<file path="config.mk">
export PLATFORM = sky130hd
export DESIGN_NAME = multi_doorlock
export DESIGN_NICKNAME = d
export VERILOG_FILES = /design/src/rtl/doorlock_pkg.sv /design/src/rtl/doorlock_channel.sv /design/src/rtl/multi_doorlock.sv
export SDC_FILE = /design/constraint.sdc
export NUM_CORES = 1
export LEC_CHECK = 0
export ABC_CLOCK_PERIOD_IN_PS = 5800
export BUFFER_PORTS_ARGS = -buffer_cell sky130_fd_sc_hd__buf_2
export CAP_MARGIN = 5
export CORE_UTILIZATION = 25
export CTS_CLUSTER_SIZE = 16
export DETAILED_ROUTE_END_ITERATION = 7
export PLACE_DENSITY = 0.44
export SLEW_MARGIN = 20
export SYNTH_ARGS = -nofsm -noshare
export SYNTH_HDL_FRONTEND = slang
export SYNTH_SLANG_ARGS = --single-unit
</file>
<file path="constraint.sdc">
create_clock -name FPGA_CLK1_50 -period 5.8 [get_ports FPGA_CLK1_50]
set_input_delay 0.29 -clock FPGA_CLK1_50 [delete_from_list [all_inputs] [get_ports FPGA_CLK1_50]]
set_output_delay 0.29 -clock FPGA_CLK1_50 [all_outputs]
set_load 0.02 [all_outputs]
</file>
<file path="src/rtl/doorlock_pkg.sv">
// Shared types and default timing for the multi-door lock controller.
package doorlock_pkg;

  localparam int unsigned CLK_HZ           = 50000000;
  localparam int unsigned UNLOCK_SEC       = 3;
  localparam int unsigned UNLOCK_DEFAULT   = CLK_HZ * UNLOCK_SEC;
  localparam int unsigned COOLDOWN_DEFAULT = CLK_HZ / 2;

  typedef enum logic [1:0] {
    LOCKED   = 2'b00,
    UNLOCKED = 2'b01,
    COOLDOWN = 2'b10
  } door_state_e;

  function automatic int unsigned max_u(input int unsigned a, input int unsigned b);
    return (a > b) ? a : b;
  endfunction

endpackage

</file>
<file path="src/rtl/doorlock_channel.sv">
// One door: registered availability flag, LOCKED/UNLOCKED/COOLDOWN FSM and a shared down-timer.
module doorlock_channel
  import doorlock_pkg::*;
#(
  parameter int unsigned UNLOCK_CYCLES   = UNLOCK_DEFAULT,
  parameter int unsigned COOLDOWN_CYCLES = COOLDOWN_DEFAULT,
  parameter int unsigned RETRIGGER       = 1
) (
  input  logic clk,
  input  logic reset,
  input  logic available,
  input  logic unavailable,
  input  logic unlock_req,
  output logic lock_output,
  output logic room_available,
  output logic reject,
  output logic busy
);

  localparam int unsigned TIMER_W = $clog2(max_u(UNLOCK_CYCLES, COOLDOWN_CYCLES) + 1);
  localparam logic [TIMER_W-1:0] UNLOCK_LOAD = TIMER_W'(UNLOCK_CYCLES - 1);
  localparam logic [TIMER_W-1:0] COOL_LOAD =
      TIMER_W'((COOLDOWN_CYCLES > 0) ? COOLDOWN_CYCLES - 1 : 0);

  door_state_e        state_q, state_d;
  logic [TIMER_W-1:0] timer_q, timer_d, timer_dec;
  logic               avail_q, avail_d;
  logic               reject_q, reject_d;
  logic               eff_avail;

  // A same-cycle unavailable overrides the stored flag for this cycle's decision.
  assign eff_avail = avail_q && !unavailable;
  assign timer_dec = (timer_q == '0) ? '0 : timer_q - 1'b1;

  always_comb begin
    state_d  = state_q;
    timer_d  = timer_q;
    reject_d = 1'b0;
    avail_d  = unavailable ? 1'b0 : (available ? 1'b1 : avail_q);
    case (state_q)
      LOCKED: begin
        if (unlock_req) begin
          if (eff_avail) begin
            state_d = UNLOCKED;
            timer_d = UNLOCK_LOAD;
          end else begin
            reject_d = 1'b1;
          end
        end
      end
      UNLOCKED: begin
        if (!eff_avail || (timer_q == '0 && !(unlock_req && RETRIGGER != 0))) begin
          state_d = (COOLDOWN_CYCLES == 0) ? LOCKED : COOLDOWN;
          timer_d = (COOLDOWN_CYCLES == 0) ? '0 : COOL_LOAD;
        end else if (unlock_req && RETRIGGER != 0) begin
          timer_d = UNLOCK_LOAD;
        end else begin
          timer_d = timer_dec;
        end
      end
      COOLDOWN: begin
        reject_d = unlock_req;
        if (timer_q == '0) begin
          state_d = LOCKED;
        end else begin
          timer_d = timer_dec;
        end
      end
      default: begin
        state_d = LOCKED;
        timer_d = '0;
      end
    endcase
  end

  always_ff @(posedge clk) begin
    if (reset) begin
      state_q  <= LOCKED;
      timer_q  <= '0;
      avail_q  <= 1'b0;
      reject_q <= 1'b0;
    end else begin
      state_q  <= state_d;
      timer_q  <= timer_d;
      avail_q  <= avail_d;
      reject_q <= reject_d;
    end
  end

  assign lock_output    = (state_q == UNLOCKED);
  assign busy           = (state_q == UNLOCKED) || (state_q == COOLDOWN);
  assign room_available = avail_q;
  assign reject         = reject_q;

endmodule

</file>
<file path="src/rtl/multi_doorlock.sv">
// N_DOORS independent door-lock channels sharing one clock and reset.
module multi_doorlock
  import doorlock_pkg::*;
#(
  parameter int unsigned N_DOORS         = 4,
  parameter int unsigned UNLOCK_CYCLES   = UNLOCK_DEFAULT,
  parameter int unsigned COOLDOWN_CYCLES = COOLDOWN_DEFAULT,
  parameter int unsigned RETRIGGER       = 1
) (
  input  logic               FPGA_CLK1_50,
  input  logic               reset,
  input  logic [N_DOORS-1:0] available,
  input  logic [N_DOORS-1:0] unavailable,
  input  logic [N_DOORS-1:0] unlock_req,
  output logic [N_DOORS-1:0] lock_output,
  output logic [N_DOORS-1:0] room_available,
  output logic [N_DOORS-1:0] reject,
  output logic [N_DOORS-1:0] busy
);

  for (genvar g = 0; g < N_DOORS; g++) begin : g_door
    doorlock_channel #(
      .UNLOCK_CYCLES  (UNLOCK_CYCLES),
      .COOLDOWN_CYCLES(COOLDOWN_CYCLES),
      .RETRIGGER      (RETRIGGER)
    ) u_channel (
      .clk           (FPGA_CLK1_50),
      .reset         (reset),
      .available     (available[g]),
      .unavailable   (unavailable[g]),
      .unlock_req    (unlock_req[g]),
      .lock_output   (lock_output[g]),
      .room_available(room_available[g]),
      .reject        (reject[g]),
      .busy          (busy[g])
    );
  end

endmodule

</file>
Yosys cells after proc, flatten, opt, wreduce, memory -nomap -nowiden
Index checks and enable logic that the tools add are counted.
- register bits: 128
- RAM bits: 0
- memories: 0
- logic and storage cells: 156
- input bits: 14
- ROM bits: 0
- output and inout port bits: 16
- bits in latches: 0
- order comparisons: 0
- div/mod/pow operators: 0
- shift operators: 0
- bitwise gates (word level): 0
- equality and inequality tests: 28
- multipliers: 0
- reduce and logical (&&, ||, !) cells: 48
- mux-type cells: 60
- add/sub/neg operators: 4
- operator list (operator ; count):
    28-bit two-way mux ; 24
    28-bit one-hot mux with 3 select lines ; 4
    28-bit zero test ; 4
    28-bit by 1-bit subtractor with 28-bit output, second input constant ; 4
    2-bit two-way mux ; 16
    2-bit inequality test, second input constant ; 12
    2-bit one-hot mux with 3 select lines ; 4
    2-bit by 1-bit inequality test with 1-bit output, second input constant ; 8
    4-bit AND reduction ; 4
    1-bit zero test ; 12
    3-bit AND reduction ; 4
    2-bit by 1-bit equality test with 1-bit output, second input constant ; 4
    2-bit equality test, second input constant ; 4
    1-bit logical AND ; 8
    2-bit zero test ; 4
    1-bit logical OR ; 8
    1-bit two-way mux ; 8
    1-bit one-hot mux with 2 select lines ; 4
    2-bit OR reduction ; 4

Logic depth before layout (Yosys ltp)
Gate-level depths: netlist (run 1).
- depth in word-level cells: 6
- gate-level depth with buffers: 10
- mapped depth without buffers: 8

By module
A second synthesis (run 1) with hierarchy kept.
- cells, all modules: 1146
- area total of the unflattened synthesis: 9122.5 µm²
- by module, submodules not included (module ; area an instance (µm²) ; cells an instance ; sequential area each (µm²) ; times used):
    doorlock_channel at g_door[0].u_channel ... ; 2323.5 ; 291 ; 640.6 ; 3
    doorlock_channel at g_door[3].u_channel ; 2152.1 ; 273 ; 640.6 ; 1

Least setup slack after synthesis (run 1)
No wires, ideal clock.
- path kind: register to register
- from: reg g_door[2].u_channel.timer_q[0]
- to: reg g_door[2].u_channel.timer_q[10]
- slack: 3.482 ns
- stages on the path, launching flop included: 10
- path buffers: 1
- period minus slack after synthesis: 2.318 ns
- required time: 5.667 ns
- library setup time: 0.133 ns
- arrival time: 2.185 ns
- cell sequence: dfxtp_1 > inv_1 > ha_1 > or4b_1 > nand4b_4 > or2_2 > buf_2 > a41o_1 > a21oi_2 > nor3_1
- longest elaborated chain between the ends: 5
- elaborated cells on any way between the ends: 11
- classes of those cells: add/sub (1); eq/ne (1); mux (5); reduce/logical (4)
- ends and longest elaborated chain (what ; RTL line ; text):
    start: declaration ; doorlock_channel.sv:26 ; logic [TIMER_W-1:0] timer_q, timer_d, timer_dec;
    start signal: assignment ; doorlock_channel.sv:84 ; timer_q <= timer_d;
    28-bit by 1-bit subtractor with 28-bit output / 28-bit zero test (equally long branches) ; doorlock_channel.sv:33, doorlock_channel.sv:52, doorlock_channel.sv:63 ;
    28-bit two-way mux / 1-bit logical AND (equally long branches) ; doorlock_channel.sv:33, doorlock_channel.sv:52 ;
    28-bit two-way mux / 1-bit logical OR (equally long branches) ; doorlock_channel.sv:55, doorlock_channel.sv:52 ;
    28-bit two-way mux ; doorlock_channel.sv:52 ; if (!eff_avail || (timer_q == '0 && !(unlock_req && RETRIGGER != 0))) begin
    28-bit one-hot mux with 3 select lines ; doorlock_channel.sv:40 ; case (state_q)
Parallel ways exist; a longest one is shown, timed or not. The select of a mux whose other input is x is not followed.
A chain may end at the register's enable or synchronous reset.

Worst setup path after layout (run 1)
- from: reg g_door[2].u_channel.timer_q[0]
- to: reg g_door[2].u_channel.timer_q[0]
The elaborated chain is that of the path after synthesis.

==> results.md, run 1 <==
- Met3 WL post-DR: 1368 µm
- Share of cells above drive strength 1: 9.897%
- Post-DRT Antenna Nets: 0
- Yosys warning count: 0
- Switching Share: 45.71%
- Drt via density: 5.454
- Number of I/O pins: 30
- PwrDens: 473.8 nW/µm²
- Root Driver: clkbuf_16
- Synth Area per Inst: 7.695 µm²
- Hold Buf Count CTS: 0
- Post-synthesis adder-cell area fraction: 3.661%
- Worst Tran Pin Value: 1.008 ns
- Synth cell types: 83
- Chip width: 183.1 µm
- Area share of the largest cell type after synthesis: 31.24%
- Simple-Gate Fraction of Synth Area: 29.01%
- Routed wire per std cell: ~17 µm
- Clk slew on worst S/H paths: 0.06 ns
- Mapped Cells: 1066
- Type of the tightest min-delay check: input pin to flip-flop
- Crit-path max FO: 9
- Max Cap Viol: 0
- Slew Viols, Final: 0
- RSZ-0062 raised after global routing: no
- Main combinational cell family by area after synthesis: simple AND/OR/NAND/NOR gates
- PostCTS Resize Cnt: 0
- Register area: 2562 µm²
- Fmax: 345.2 MHz
- Worst hold slack: 0.03753 ns
- CTS tree: done
- Switching pwr: 0.001987 W
- Initial antenna violation count: 0
- Mux cell area share after synthesis: 0.3661%
- Worst slew margin: 32.48%
- Ys flop type: dfxtp_1
- Top routing layer in use: met4
- Area delta synth->final: 11.85%
- Clk Latency, worst-skew pair: 0.43 ns
- H-tree levels: 4
- N_diodes: 0
- CP Launch Type: flip-flop
- Synth Area in XOR/XNOR: under 10%
- Seq cells post-synth: 128
- Area leader, netlist: dfxtp_1
- Minimum clock period: around 2.9 ns
- Initial Util: 25.73%
- DRC viols: 0
- Number of instances in the placed design: 1474
- Tcrit/Tclk final: roughly half
- Maximum clock path buffer count: 2
- Lkg Pwr: around 3.4 nW
- Post-Synthesis Cell Area: between 8000 and 9000 µm²
- Tot Pwr: 0.004347 W
- Setup_tns: 0 ns
- Seq/Total Area, Yosys: 31.24%
- Int Power: 0.002360 W
- Global-route wire length before repair: about 42000 µm
- Final Hold Viols: 0
- Wirelength, routed: ~26000 µm
- Critical Path RT: around 6 ns
- Fraction of registers with async set/reset: 0%
- Placer Congestion: 0.8757
- Clk_skew: 0.01023 ns
- Post-route insts no fill: 1506
- CTS buffer count: 17
- Clock share of power: 24.2%
- Crit Path Category: flip-flop to flip-flop
- Capturing element type of the critical path: flip-flop
- Max VDD drop: 221.2 µV
- Largest net degree at the start of global routing: 55
- GR Overflow Total: 0
- Iteration-0 DRC count of the detailed router: 845
- DP HPWL: 18150 µm
- WL met2: ~11000 µm
- Clk sink count: 128
- Sequential power share: 26.9%
- Compound-Gate Fraction of Synth Area: 26.60%
- DIE HEIGHT: 183.1 µm
- Vias in the first global route: 7513
- IO Port Bufs: 29
- DR vias: 8213
- Multi-input gate area: just over 5000 µm²
- Post-synth EDFFs: 0
- Die ar.: between 30000 and 40000 µm²
- Nets@finish: 1096
- Drt pass-1 iters: 5
- Status: finished, final reports clean
- Combinational fraction of design power: between 40% and 50%
- Net Count, Synth: 1104
- Area contributors post-synth: dfxtp_1, nor3_1, a21oi_1, nor2_1, ha_1
- Arr. time, crit path: 3.19 ns
- Setup Viol. Count Final: 0
- Postcts setup bufs: 0
- FP Rows: 65
- Total track usage: between 10% and 20%
- M1 WL: 12690 µm
- Core Region: 31880 µm²
- # fillers: approximately 3500
-- cells in the final DEF, fill, tap and decap left out, drive strengths merged, types with 15 or more instances in the layout --
cell type  netlist  routed
ha              24      24
nand4           19      19
o21ai           59      59
nand2           76      76
xnor2           17      17
or3             19      19
a31oi           21      21
nor3            87      87
dfxtp          128     128
nor4            43      43
clkbuf          28      23
a21oi           83      83
o22ai           18      18
nor2           100     100
o31ai           15      15
inv             57      58
nand3           28      28
buf             33      34
o32ai           16      16
-- logic make-up after synthesis --
logic type	count (synthesis)
AND/OR/NAND/NOR	447
AO/OA/AOI/OAI	321
flip-flops	128
buffers and inverters	118
XOR/XNOR	25
adder cells (fa/ha/maj)	24
multiplexers	3
-- cell usage after synthesis (4+ instances only) --
cell type	n
a211o_1	9
a211oi_1	9
a21o_1	8
a21oi_1	80
a22o_1	8
a31oi_1	21
a32o_1	6
a41oi_1	8
and2_1	7
and3_1	6
buf_2	12
buf_4	17
clkbuf_1	28
dfxtp_1	128
ha_1	24
inv_1	57
nand2_1	76
nand2b_1	10
nand3_1	27
nand3b_1	6
nand4_1	18
nor2_1	99
nor2b_1	7
nor3_1	86
nor3b_1	6
nor4_1	35
nor4_2	6
o211ai_1	8
o21ai_0	56
o22ai_1	18
o2bb2ai_1	11
o311ai_0	4
o31a_1	4
o31ai_1	14
o32ai_1	16
or2_2	10
or3_1	19
or4_1	8
xnor2_1	17
xor2_1	8
-- cell type report --
| type | count | area share, % |
|---|---|---|
| clock inverter | 9 | 0.9000 |
| timing repair buffer | 34 | 1.991 |
| sequential | 128 | 27.93 |
| inverter | 57 | 2.332 |
| clock buffer | 23 | 5.209 |
| tap | 435 | 5.932 |
| multi-input combinational | 820 | 55.71 |
-- per-stage QoR --
stage / utilization [%] / setup slack (ns) / area [µm²]
after floorplan: - / 3.482 / 8203
after global placement: 27.02 / 2.982 / 8615
after detailed placement: 27.02 / 2.933 / 8615
after CTS: 28.78 / 2.903 / 9175
after global routing: 28.78 / 2.622 / 9175
final: 28.78 / 2.903 / 9175
-- worst max-delay path: stages (launching register included) --
cell and delay (ns):
dfxtp_1 0.35, inv_1 0.09, ha_1 0.13, or4b_1 0.51
nand4b_4 0.23, o31ai_2 0.60, buf_4 0.28, nor2_1 0.07
nand2_1 0.29, o311ai_0 0.18
-- sequential cells by signal (all words and copies together) (netlist names) --
signal and count:
g_door.u_channel.timer_q 112, g_door.u_channel.state_q 8, g_door.u_channel.reject 4, g_door.u_channel.room_available 4
-- per-layer routing --
metal  GRT usage [%]  vias to the layer above
li1                -                     3998
met4           4.533                        0
met2           23.73                      266
met1           22.23                     3913
met3           2.820                       36
met5               0                        -
-- path summary, 6_finish.rpt --
kind	endpoint	slack [ns]	start	cells past startpoint
worst min-delay path	g_door[3].u_channel.room_available	0.04	unavailable[3]	2
worst max register to register	g_door[2].u_channel.timer_q[0]	2.90	g_door[2].u_channel.timer_q[0]	9
worst max-delay path	g_door[2].u_channel.timer_q[0]	2.90	g_door[2].u_channel.timer_q[0]	9
worst min register to register	g_door[3].u_channel.timer_q[15]	0.46	g_door[3].u_channel.timer_q[15]	2
-- power by group through the flow --
stage	clock network (W)	registers, W	logic [W]
after floorplan	0	0.00114	0.00162
after detailed placement	0	0.00118	0.00208
after global routing	0.00112	0.00119	0.00236
after CTS	0.00108	0.00117	0.00210
final	0.00105	0.00117	0.00212
after global placement	0	0.00119	0.00212
No activity file was read; power rests on OpenSTA's default activity.
==> run 2: changes to the inputs <==
ABC_CLOCK_PERIOD_IN_PS = 2900   (was 5800)
clock period = 2.9 ns   (was 5.8 ns; I/O delays follow)
==> results.md, run 2 (synthesis gave the netlist of run 1 again) <==
- Status: finished, final reports clean
- Minimum clock period: 2.637 ns
- Arr. time, crit path: slightly below 3 ns
- FP Rows: between 60 and 70
- Final Hold Viols: 0
- Crit-path max FO: 10
- Combinational fraction of design power: 50.2%
- Clk_skew: between 0.009 and 0.01 ns
- Routed wire per std cell: 16.80 µm
- Critical Path RT: around 3.2 ns
- Last element of the critical path: g_door[2].u_channel.timer_q[25]
- Total track usage: 16.10%
- Max FFs per register: approximately 110
- Biggest cell delay along the critical path: 0.49 ns
- Switching pwr: roughly 0.0041 W
- DP HPWL: 19270 µm
- Int Power: 0.005296 W
- CTS buffer count: 17
- IO Port Bufs: 29
- Chip width: 183.1 µm
- Root Driver: clkbuf_16
- Register area: 2562 µm²
- Sequential power share: 25.0%
- Drt pass-1 iters: 5
- Type of the tightest min-delay check: input pin to flip-flop
- Share of cells above drive strength 1: 14.19%
- Largest net degree at the start of global routing: 35
- Crit Path Category: flip-flop to flip-flop
- Drt via density: 5.303
- Worst r2r src: g_door[2].u_channel.timer_q[0]
- Switching Share: 43.42%
- Nets@finish: 1160
- RSZ-0062 raised after global routing: no
- Placer Congestion: between 0.8 and 0.9
- Worst slew margin: 46.01%
- Number of I/O pins: 30
- Postcts setup bufs: 0
- Setup Viol. Count Final: 0
- Setup_tns: 0 ns
- PostCTS Resize Cnt: 0
- Worst hold slack: 0.02552 ns
- Initial antenna violation count: 0
- Max VDD drop: 424.4 µV
- CP Launch Type: flip-flop
- N_diodes: 0
- FF-to-FF End: g_door[2].u_channel.timer_q[25]
- GR Overflow Total: 0
- # fillers: 3495
- Post-DRT Antenna Nets: 0
- CP max-delay cell: or4b_1
- PwrDens: 962.1 nW/µm²
- Vias in the first global route: 8041
- Worst Tran Pin Value: 0.8073 ns
- Clk sink count: 128
- Cell Chain, Critical Path: inv_1, ha_1, or4b_1, nand4b_4, or2_2, a41o_1, a21oi_2, nor3_1
- Reg2Reg Depth: 8
- Core Region: 31880 µm²
- Most flop-heavy register: g_door.u_channel.timer_q
- Clk Latency, worst-skew pair: 0.43 ns
- Capturing element type of the critical path: flip-flop
- Slew Viols, Final: 0
- Most frequent cells in the layout: dfxtp_1, nor2_1, nor3_1, a21oi_1, nand2_1
- Dpl cell area: 9035 µm²
- Iteration-0 DRC count of the detailed router: 641
- Design area: 9729 µm²
- Lkg Pwr: 3.696 nW
- Global-route wire length before repair: 43280 µm
- R2R Setup Slk: 0.26 ns
- Leading cell type in the layout, fill and taps excluded: dfxtp_1
- DIE HEIGHT: around 180 µm
- Clk slew on worst S/H paths: 0.06 ns
- CTS tree: done
- Tcrit/Tclk final: around 90%
- Max Cap Viol: 0
- DR vias: between 8000 and 9000
- Maximum clock path buffer count: 2
- Fmax: 379.2 MHz
- Die ar.: 33540 µm²
- Critical path origin: g_door[2].u_channel.timer_q[0]
- Wirelength, routed: 26380 µm
- Clock share of power: 24.8%
- H-tree levels: 4
- Area delta synth->final: 18.61%
- Multi-input gate area: 5111 µm²
- Initial Util: 25.73%
- DRC viols: 0
- Biggest regs: g_door.u_channel.timer_q: 112 flops, g_door.u_channel.state_q: 8 flops
[run 2: metrics by stage]
stage	setup slack (ns)	util, %	cells	total power [W]
final	0.2629	30.52	1570	0.009361
after global routing	0.09385	30.52	1570	0.01004
after CTS	0.2425	30.52	1570	0.009355
after detailed placement	0.2604	28.34	1530	0.006978
after global placement	0.3094	28.34	1530	0.007030
after floorplan	0.5817	-	1066	0.005523
[run 2: final cells by class]
class	instances	area share, %
Clock buffer	22	4.668
Clock inverter	10	1.646
Inverter	57	2.199
Multi-Input combinational cell	820	52.53
Sequential cell	128	26.34
Tap cell	435	5.594
Timing Repair Buffer	98	7.022
[run 2: worst min path at each step]
stage                                                    end  slack (ns)      startpoint  depth (start not counted)
after global routing              g_door[1].u_channel.reject        0.04   unlock_req[1]                          2
after global placement    g_door[3].u_channel.room_available        0.35  unavailable[3]                          2
after CTS                         g_door[0].u_channel.reject        0.01   unlock_req[0]                          3
after detailed placement  g_door[2].u_channel.room_available        0.35  unavailable[2]                          2
final                             g_door[2].u_channel.reject        0.03   unlock_req[2]                          3
after floorplan           g_door[3].u_channel.room_available        0.22  unavailable[3]                          1
[run 2: repair_timing]
action                                  4_1_cts  5_1_grt
hold buffers                                  8        0
hold endpoints to repair                      4        0
endpoints found under the setup margin        0        0
[run 2: power by group through the flow]
stage,Clock (W),Sequential [W],Combinational [W]
floorplan,0,0.00228,0.00324
global placement,0,0.00238,0.00465
detailed placement,0,0.00237,0.00461
CTS,0.00237,0.00234,0.00464
global route,0.00245,0.00239,0.00521
finish,0.00232,0.00234,0.00470
[run 2: layer usage]
metal | up-vias | share of wire, % | GRT usage [%]
li1 | 4117 | - | -
met4 | 0 | 1.4 | 5.167
met5 | - | 0 | 0
met3 | 32 | 4.4 | 2.720
met1 | 3958 | 51 | 23.10
met2 | 218 | 44 | 24.26
[run 2: worst max-delay path, delay by kind of cell, from the launching register on]
kind / cells / cell delay, ns
simple gates: 4 / 1.23
buf+inv: 1 / 0.10
compound gates: 2 / 0.67
flops: 1 / 0.35
fa+ha+maj: 1 / 0.14
==> run 3: changes to the inputs <==
CTS_BUF_LIST = sky130_fd_sc_hd__clkbuf_4 sky130_fd_sc_hd__clkbuf_8 sky130_fd_sc_hd__clkbuf_16   (was not set)
RECOVER_POWER = 100   (was not set)
==> results.md, run 3 (synthesis gave the netlist of run 1 again) <==
- Largest net degree at the start of global routing: 35
- Root Driver: clkbuf_16
- Biggest cell delay along the critical path: ~0.65 ns
- DRC viols: 0
- Routed wire per std cell: between 15 and 20 µm
- Biggest regs: g_door.u_channel.timer_q: 112 flops, g_door.u_channel.state_q: 8 flops
- Cell Chain, Critical Path: or4_1, nor4_4, and4_1, clkbuf_1, or3_1, o21ai_0, o2bb2ai_1
- CTS buffer count: 17
- Lkg Pwr: about 3.6 nW
- FP Rows: 65
- Slew Viols, Final: 0
- Clk Latency, worst-skew pair: 0.43 ns
- Share of cells above drive strength 1: 12.16%
- Initial antenna violation count: 0
- Initial Util: between 20% and 30%
- RSZ-0062 raised after global routing: no
- Type of the tightest min-delay check: input pin to flip-flop
- GR Overflow Total: 0
- Worst slew margin: about two fifths
- Global-route wire length before repair: 43230 µm
- Leading cell type in the layout, fill and taps excluded: dfxtp_1
- # fillers: 3502
- Area delta synth->final: 17.88%
- Die ar.: 33540 µm²
- DIE HEIGHT: between 150 and 200 µm
- Clock share of power: 25.2%
- Capturing element type of the critical path: flip-flop
- Number of I/O pins: 30
- Switching pwr: 0.004050 W
- Drt pass-1 iters: 5
- PostCTS Resize Cnt: 0
- Register area: about 2600 µm²
- Final Hold Viols: 0
- Max Cap Viol: 0
- Core Region: 31880 µm²
- Clk sink count: between 100 and 150
- CP Launch Type: flip-flop
- Total track usage: 16.08%
- H-tree levels: 4
- Crit-path max FO: 8
- Iteration-0 DRC count of the detailed router: between 600 and 700
- DP HPWL: 19270 µm
- Crit Path Category: flip-flop to flip-flop
- Clk slew on worst S/H paths: 0.06 ns
- Vias in the first global route: 8028
- Most flop-heavy register: g_door.u_channel.timer_q
- Setup Viol. Count Final: 0
- Int Power: 0.005309 W
- Switching Share: 43.27%
- Multi-input gate area: 5086 µm²
- Arr. time, crit path: between 2 and 3 ns
- Most frequent cells in the layout: dfxtp_1, nor2_1, nor3_1, a21oi_1, nand2_1
- Max FFs per register: 112
- Nets@finish: 1160
- IO Port Bufs: 29
- PwrDens: 967.9 nW/µm²
- N_diodes: 0
- Status: finished, final reports clean
- Tcrit/Tclk final: 92.39%
- Setup_tns: 0 ns
- Sequential power share: 25.0%
- Wirelength, routed: 26390 µm
- Clk_skew: 0.009947 ns
- Number of instances in the placed design: 1530
- Fmax: approximately 370 MHz
- CTS tree: done
- Final Util: 30.33%
- CP max-delay cell: or4_1
- Combinational fraction of design power: around half
- Minimum clock period: 2.679 ns
- Critical Path RT: roughly 3.2 ns
- Maximum clock path buffer count: 2
- Post-DRT Antenna Nets: 0
- DR vias: 8417
- Chip width: 183.1 µm
- Placer Congestion: 0.8550
- Post-route insts no fill: 1570
- Max VDD drop: between 400 and 500 µV
- Worst hold slack: 0.02765 ns
- Worst Tran Pin Value: 0.8801 ns
- Drt via density: 5.361
-- run 3: changes by cell type in the layout (fill, tap and decap cells not counted), moves of 3 or more --
cell,previous run,this run
buf_4,61,52
clkbuf_2,0,3
clkbuf_4,0,4
clkbuf_1,4,22
buf_2,29,13
-- run 3: stage by stage --
step           total power (W)  instance area (µm²)  setup slack [ns]
6_report              0.009358                 9669            0.2206
5_1_grt                0.01004                 9669           0.06437
4_1_cts               0.009387                 9744            0.2426
3_5_place_dp          0.006978                 9035            0.2604
3_3_place_gp          0.007030                 9035            0.3094
2_1_floorplan         0.005523                 8203            0.5817
-- run 3: cell type report --
class	instances	area share, %
clock inverter	10	1.656
sequential	128	26.50
multi-input combinational	820	52.60
clock buffer	22	4.852
inverter	57	2.213
tap	435	5.629
timing repair buffer	98	6.548
-- run 3: power by group through the flow --
stage | combinational (W) | clock [W] | sequential [W]
3_3_place_gp | 0.00465 | 0 | 0.00238
6_report | 0.00466 | 0.00236 | 0.00234
5_1_grt | 0.00517 | 0.00248 | 0.00239
2_1_floorplan | 0.00324 | 0 | 0.00228
4_1_cts | 0.00464 | 0.00241 | 0.00234
3_5_place_dp | 0.00461 | 0 | 0.00237
-- run 3: worst paths after layout --
| check | startpoint | cells past startpoint | to | slack [ns] |
|---|---|---|---|---|
| setup / recovery | g_door[0].u_channel.timer_q[23] | 7 | g_door[0].u_channel.timer_q[22] | 0.22 |
| hold / removal | unlock_req[2] | 3 | g_door[2].u_channel.reject | 0.03 |
| setup reg to reg | g_door[0].u_channel.timer_q[23] | 7 | g_door[0].u_channel.timer_q[22] | 0.22 |
| hold reg to reg | g_door[3].u_channel.timer_q[15] | 2 | g_door[3].u_channel.timer_q[15] | 0.45 |
-- run 3: routing by layer --
layer,up-vias,wire length [µm],global-route usage (%)
met3,34,1288,2.720
met4,0,344,5.167
met1,4016,13190,23.09
met2,255,11560,24.20
met5,-,0,0
li1,4112,-,-
-- run 3: timing repair --
action,in CTS,in global routing
setup buffers,0,0
hold endpoints to repair,4,0
hold buffers,8,0
-- run 3: worst max-delay path, delay by kind of cell (launching register included) --
| kind | cells | cell delay [ns] |
|---|---|---|
| AOI/OAI and AO/OA | 2 | 0.25 |
| buffers and inverters | 1 | 0.26 |
| DFF | 1 | 0.35 |
| and+or+nand+nor | 4 | 1.69 |
